<file path="src/rtl/seq_scan_ctrl.sv">
// seq_scan_ctrl: word-level sequencer for a bit-serial Mealy pattern detector.
// Takes a word over in_valid/in_ready and shifts it LSB-first into the detector,
// one bit per clk. It samples det_y on each bit and returns the hit count and
// first-hit index over out_valid/out_ready.
// Ports:
//   clk, reset            clock; asynchronous active-low reset
//   in_valid/in_data/in_ready   word input handshake
//   abort                 synchronous abandon of the word being shifted
//   det_rst_n/det_xin/det_y     detector reset, serial bit, Mealy output
//   out_valid/out_ready   result handshake
//   out_count/out_any/out_first result: saturating hits, any-hit flag, first-hit index
module seq_scan_ctrl #(
    parameter int unsigned WORD_W = 8,
    parameter int unsigned CNT_W  = 4,
    parameter int unsigned IDX_W  = 3
) (
    input  logic              clk,
    input  logic              reset,
    input  logic              in_valid,
    input  logic [WORD_W-1:0] in_data,
    output logic              in_ready,
    input  logic              abort,
    output logic              det_rst_n,
    output logic              det_xin,
    input  logic              det_y,
    output logic              out_valid,
    input  logic              out_ready,
    output logic [CNT_W-1:0]  out_count,
    output logic              out_any,
    output logic [IDX_W-1:0]  out_first
);

    localparam logic [IDX_W-1:0] LAST_IDX = IDX_W'(WORD_W - 1);
    localparam logic [CNT_W-1:0] CNT_MAX  = '1;

    typedef enum logic [1:0] {
        IDLE  = 2'd0,
        SHIFT = 2'd1,
        DONE  = 2'd2
    } state_t;

    state_t             state_q, state_d;
    logic [WORD_W-1:0]  sreg_q, sreg_d;
    logic [IDX_W-1:0]   bit_q, bit_d;
    logic [CNT_W-1:0]   cnt_q, cnt_d;
    logic               any_q, any_d;
    logic [IDX_W-1:0]   first_q, first_d;

    // State and datapath registers; handshake/detector outputs are registered
    // from the next-state values so they line up with the state they describe.
    always_ff @(posedge clk or negedge reset) begin
        if (!reset) begin
            state_q   <= IDLE;
            sreg_q    <= '0;
            bit_q     <= '0;
            cnt_q     <= '0;
            any_q     <= 1'b0;
            first_q   <= '0;
            in_ready  <= 1'b1;
            out_valid <= 1'b0;
            det_rst_n <= 1'b0;
            det_xin   <= 1'b0;
        end else begin
            state_q   <= state_d;
            sreg_q    <= sreg_d;
            bit_q     <= bit_d;
            cnt_q     <= cnt_d;
            any_q     <= any_d;
            first_q   <= first_d;
            in_ready  <= (state_d == IDLE);
            out_valid <= (state_d == DONE);
            det_rst_n <= (state_d == SHIFT);
            det_xin   <= (state_d == SHIFT) & sreg_d[0];
        end
    end

    // Next-state and datapath update.
    always_comb begin
        state_d = state_q;
        sreg_d  = sreg_q;
        bit_d   = bit_q;
        cnt_d   = cnt_q;
        any_d   = any_q;
        first_d = first_q;
        unique case (state_q)
            IDLE: begin
                if (in_valid) begin
                    sreg_d  = in_data;
                    bit_d   = '0;
                    cnt_d   = '0;
                    any_d   = 1'b0;
                    first_d = '0;
                    state_d = SHIFT;
                end
            end
            SHIFT: begin
                if (abort) begin
                    state_d = IDLE;
                end else begin
                    // det_y is the detector's response to the bit driven this cycle
                    if (det_y) begin
                        if (cnt_q != CNT_MAX) cnt_d = cnt_q + CNT_W'(1);
                        if (!any_q) begin
                            any_d   = 1'b1;
                            first_d = bit_q;
                        end
                    end
                    sreg_d = {1'b0, sreg_q[WORD_W-1:1]};
                    bit_d  = bit_q + IDX_W'(1);
                    if (bit_q == LAST_IDX) state_d = DONE;
                end
            end
            DONE: begin
                if (out_ready) state_d = IDLE;
            end
            default: state_d = IDLE;
        endcase
    end

    assign out_count = cnt_q;
    assign out_any   = any_q;
    assign out_first = first_q;

endmodule

</file>
<file path="config.mk">
export PLATFORM = sky130hd
export DESIGN_NAME = seq_scan_ctrl
export DESIGN_NICKNAME = d
export VERILOG_FILES = /design/src/rtl/seq_scan_ctrl.sv
export SDC_FILE = /design/constraint.sdc
export NUM_CORES = 1
export LEC_CHECK = 0
export CAP_MARGIN = 10
export CORE_UTILIZATION = 44
export CTS_CLUSTER_SIZE = 20
export DETAILED_ROUTE_END_ITERATION = 16
export PLACE_DENSITY = 0.72
export SYNTH_ARGS = -nofsm -noshare
export SYNTH_HDL_FRONTEND = slang
export SYNTH_SLANG_ARGS = --single-unit
</file>
<file path="constraint.sdc">
create_clock -name clk -period 1.7 [get_ports clk]
set_clock_uncertainty 0.2 [all_clocks]
set_input_delay 0.51 -clock clk [delete_from_list [all_inputs] [get_ports clk]]
set_output_delay 0.51 -clock clk [all_outputs]
set_load 0.01 [all_outputs]
</file>
==> results.md <==
- Status: finished, final reports clean
- IO Pins: 26
- DRC Markers: 0
- Largest area contributor in the netlist: dfrtp_1
- Routability cong.: 0.7750
- Clock Latency Late Sink: 320 ps
- DIE WIDTH: 53.09 um
- Hold Buf Count CTS: 0
- Reg2Reg Depth: 5
- Wire per inst: 14.26 um
- RSZ-0062 raised after global routing: true
- Seq/Total Area, Yosys: 52.40%
- Largest cells by area after synthesis: dfrtp_1, a22o_1, mux2i_1
- Clock slew at reported path FFs: 130 ps
- Crit Path Category: flip-flop to output pin
- HP Start: sreg_q[2]
- Hold path endpoint: sreg_q[2]
- Final WS setup: 33.03 ps
- Cell Count, Final, Fillers Out: 172
- Pre-Repair DR Iteration Count: 4
- Syn Std Cell Area: 0.001149 mm2
- Pre-CTS WS: -546.0 ps
- Cells along the critical path: buf_6
- Maximum clock rate: 599.9 MHz
- Slowest cell on the critical path: dfstp_2
- Hold path depth: 1
- First-pass GRT wire length: 3788 um
- Setup TNS: 0 ps
- Cts bufs inserted: 3
- Cells after synthesis: 96
- Clock share of power: 18.3%
- Post-synthesis mux area share: 6.209%
- Adder-cell share of the synthesized area: 3.268%
- Cell family with most CP delay: flip-flops
- Critical path endpoint category: output pin
- Synth Area in Simple Gates: 11.66%
- Worst stage delay on the critical path: 550 ps
- DRT iter0 DRCs: 11
- Seq cells post-synth: 24
- CTS tree: done
- Final period util: 98.06%
- Average cell area after synthesis: 11.96 um2
- Number of port buffers: 25
- Minimum clock period: 1667 ps
- Flop pwr share: 45.6%
- Cell variety after synth: 31
- Largest family of logic cells by synthesized area: compound AO/OA/AOI/OAI gates
- Antenna violations before repair: 0
- Leak Pwr: 0.8000 nW
- DP Wirelength: 1647 um
- Pwr/cell area: 1031 mW/mm2
- FF-to-FF End: in_ready
- Fin. max-slew vios: 0
- Comb pwr share: 36.1%
- Warning count from the yosys run: 0
- Ant diodes: 0
- Switching pwr: 0.0005140 W
- CP startpoint kind: flip-flop
- Clock root buffer: clkbuf_4
- Overall Global Routing Usage: 19.37%
- Largest net degree at the start of global routing: 25
- Layout area overhead: 42.48%
- Syn_nets: 113
- Fillers: 198
- Worst EP arrival: 960 ps
- Critical path fanouts, max: 1
- RR Startpoint: bit_q[0]
- Starting density of the core: 46.36%
- GR Overflow Total: 0
- Die Area: 0.002819 mm2
- Setup violators final: 0
- MaxCap Viol Count: 0
- Nets@finish: 160
- Row cnt: 18
- Switching share of power: 30.46%
- Max transition margin: 78.03%
- Clock sinks: 24
- Worst VDD drop: 708.8 uV
- Vias per cell: 5.337
- Share of the synthesized area in the top cell type: 50.11%
- Die Height: 53.09 um
- DR vias: 918
- Int Pwr: 0.001173 W
- Core Area: 0.002477 mm2
- Fin. Hold Viols: 0
- Register area: 601.8 um2
- Final wirelength: 2453 um
- Synth Area in XOR/XNOR: 0%
- CP Buf/Inv Count: 1
- Max clock buf depth: 2
- Compound-Gate Fraction of Synth Area: 20.26%
- Vias in the first global route: 856
- Final antenna-violating net count: 0
- Critical path launch point: in_ready
- Slew @ Worst Pin: 328.5 ps
- Footprint of the multi-input gates: 518.0 um2
- Worst Hold Class: flip-flop to flip-flop
- H-Tree Depth: 1
- Placed cells: 160
- Layout cells sized above 1: 33.10%
- Reg2Reg Setup Slack: 50 ps
- CP required: 990 ps
per-stage QoR:
stage / hold WS, ps / total power [W] / area (um2) / utilization (%)
detailed placement: 269.9 / 0.001337 / 1513 / 61.06
global placement: 264.7 / 0.001319 / 1513 / 61.06
floorplan: 14.41 / 0.001067 / 1149 / -
global route: 311.7 / 0.001786 / 1637 / 66.06
finish: 296.8 / 0.001687 / 1637 / 66.06
CTS: 300.2 / 0.001664 / 1617 / 65.25
routing by layer:
layer | vias up | global-route usage (%) | routed length (um)
li1 | 437 | - | -
met2 | 34 | 33.12 | 1192
met5 | - | 0 | 0
met3 | 4 | 3.448 | 145
met4 | 0 | 7.895 | 29
met1 | 443 | 23.78 | 1086
power by group through the flow:
stage	registers [W]	clock network (W)	logic, W
floorplan	0.000794	0	0.000273
global placement	0.000769	0	0.000550
detailed placement	0.000779	0	0.000558
CTS	0.000767	0.000308	0.000589
global route	0.000782	0.000339	0.000665
finish	0.000770	0.000308	0.000609
final cells by class:
class                      instances  share of cell area, %
tap                               30                  2.294
inverter                           8                  1.835
multi-input combinational         59                  31.65
sequential                        24                  36.77
clock buffer                       4                  2.217
timing repair buffer              47                  25.23
Yosys cell counts, drive strengths merged:
cell type / count
a21o: 6
a21oi: 5
a22o: 8
a22oi: 1
a2bb2oi: 2
a31oi: 1
a41oi: 1
and4: 1
buf: 5
dfrtp: 23
dfstp: 1
ha: 3
inv: 8
mux2: 1
mux2i: 6
nand2: 7
nand2b: 3
nand4bb: 1
nor2: 3
nor2b: 1
nor3b: 2
o211ai: 2
o21ai: 1
o32ai: 2
or3b: 2
cells by family after synthesis:
group	count (synthesis)
and+or+nand+nor	20
buffers and inverters	13
DFF	24
muxes	7
AOI/OAI and AO/OA	29
adders and majority gates	3
registers in the layout, summed over array words and instances, names as in the netlist:
| name | cells |
|---|---|
| det_rst_n | 1 |
| out_any | 1 |
| sreg_q | 7 |
| out_count | 4 |
| bit_q | 3 |
| out_first | 3 |
| out_valid | 1 |
| in_ready | 1 |
| state_q | 2 |
| det_xin | 1 |
worst max-delay path by stage:
stage               endpoint  cells after the start
floorplan           in_ready                      5
global placement    bit_q[2]                      5
detailed placement  bit_q[2]                      5
CTS                  det_xin                      1
global route        in_ready                      5
finish              in_ready                      1
what timing repair did:
item | 4_1_cts | 5_1_grt
setup buffers | 5 | 2
pin swaps | 3 | 1
cloned | 0 | 1
resized for setup | 31 | 16
endpoints found under the setup margin | 29 | 24
layout by cell type, fill, tap and decap left out, types with 4 or more instances in the layout:
| cell type | instances |
|---|---|
| clkdlybuf4s15_1 | 4 |
| mux2i_1 | 6 |
| a22o_1 | 8 |
| a21o_1 | 6 |
| buf_4 | 17 |
| dfrtp_1 | 23 |
| nand2_1 | 7 |
| inv_1 | 8 |
| clkdlybuf4s50_1 | 11 |
| clkbuf_2 | 7 |
Note: power is estimated with default switching activity, not from simulation.
==> edit, RTL diff (config.mk and constraints unchanged) <==
Register the output `out_count` once more, with the module's reset; this adds one clock of latency there. The other outputs are not delayed to match.
--- a/src/rtl/seq_scan_ctrl.sv
+++ b/src/rtl/seq_scan_ctrl.sv
@@ -117,7 +117,13 @@
         endcase
     end
 
-    assign out_count = cnt_q;
+    always_ff @(posedge clk or negedge reset) begin
+        if (!reset) begin
+            out_count <= '0;
+        end else begin
+            out_count <= cnt_q;
+        end
+    end
     assign out_any   = any_q;
     assign out_first = first_q;
 
Function: changed (Yosys sat finds a counterexample within 4 cycles, from zero or initial values and one cycle with reset low).
==> edit against the original RTL <==
Count of clock-buffer cells in the layout unchanged. Register-to-register slack about the same. Total power up 2.9%. Sequential cell count up 4. Area after synthesis up 8.6%. Worst hold slack worse by 0.061 ns. Routed wire length down 3.5%. Final area up 1.5%. Setup slack worse by 0.011 ns.
==> edit: results <==
run_status:
  outcome: "finished clean"
cells_and_area:
  reg_top3: "sreg_q: 7 flops, cnt_q: 4 flops, out_count: 4 flops"
  drive_gt1_frac: 0.264
  layout.nets: 158
  num_antenna_cells: 0
  fillCellCount: 231
cts:
  cts_buffers: 3
  clk_pin_slew_ns: 0.14
  cts_root_buffer: "clkbuf_4"
  cts_max_path_buffers: 2
  clk_latency_ns: 0.32
  cts-htree-levels: 1
route:
  num_vias: 904
  drt_iter0_drc: 10
  wl_per_cell_um: 13.9
  first_pass_iters: 4
global_routing:
  grt_pass1_vias: 906
  antenna_found_initial: 0
  grt_max_degree: 20
  track_usage: 0.164
  grt_pass1_wl_um: 4070
worst_setup_path:
  path_delay_family: "flip-flops"
  crit_slowest_cell: "dfstp_2"
  startpoint: "in_ready"
  path_max_fanout: 1
  worst-r2r-setup-slack_ns: 0.05
  cpPeakStageDelay_ns: 0.55
  r2r_start: "bit_q[0]"
  arrival_ns: 0.97
synth:
  syn_nets: 116
  synth_area_leaders: "dfrtp_1, a22o_1, mux2i_1"
  ys_seq_area_frac: 0.563
  async_flop_share: 1.00
  synth_cell_types: 30
  synthTopCellsByCount: "dfrtp_1, a22o_1, inv_1, nand2_1"
  ys_warn_count: 0
power:
  vdd_drop_max_uv: 653
  cellLeakagePower_uw: 0.000810
placement:
  place_congestion: 0.816
  dp_hpwl_um: 1720
  io_buffer_count: 25
  dpl_worst_slack_ns: -0.524
sta:
  holdWs_ns: 0.235
  setup_viol: 0
  period_needed_ns: 1.68
  maxSlewHeadroom: 0.770
worst_hold_path:
  min_path_type: "flop to flop"
  hp-start: "cnt_q[3]"
edit: timing repair:
item,4_1_cts,5_1_grt
endpoints found under the setup margin,23,15
setup buffers,2,1
hold buffers,0,0
hold endpoints to repair,0,0
pin swaps,2,1
resized for setup,25,14
edit: layout make-up:
cell class,instances,area [um2],area share
sequential,28,703,0.424
tap,30,37.5,0.0226
clock buffer,4,36.3,0.0219
timing repair buffer,42,365,0.220
inverter,8,30.0,0.0181
multi-input combinational,58,488,0.294
edit: through the flow:
stage / cell area (um2) / utilization / setup TNS (ns) / instances
3_3_place_gp: 1600 / 0.621 / -7.28 / 163
3_5_place_dp: 1600 / 0.621 / -7.91 / 163
5_1_grt: 1660 / 0.647 / -0.00622 / 170
4_1_cts: 1640 / 0.639 / 0 / 169
2_1_floorplan: 1250 / - / 0 / 99
6_report: 1660 / 0.647 / 0 / 170
edit: report_power, final:
group | internal [uW] | total [uW] | switching [uW]
Combinational | 301 | 528 | 227
Sequential | 805 | 888 | 83.5
Clock | 131 | 320 | 189
Total | 1240 | 1740 | 500
edit: final timing paths:
check                      cells past startpoint      endpoint
setup / recovery                               1      in_ready
hold / removal                                 0  out_count[3]
setup reg to reg                               5      in_ready
hold reg to reg                                0  out_count[3]
max in group asynchronous                      2     sreg_q[5]
min in group asynchronous                      2    state_q[0]
edit: logic make-up (layout without fill, tap and decap cells):
group | after synthesis | in the layout | synth area share
compound gates | 29 | 29 | 0.186
flops | 28 | 28 | 0.563
simple gates | 19 | 19 | 0.104
buf+inv | 13 | 54 | 0.0602
mux | 7 | 7 | 0.0572
fa+ha+maj | 3 | 3 | 0.0301
edit: layer usage:
metal	global-route usage	vias to the layer above	wire [um]
met4	0.0429	0	29
li1	-	436	-
met5	0	-	0
met3	0.0281	4	111
met2	0.269	26	1140
met1	0.228	438	1090
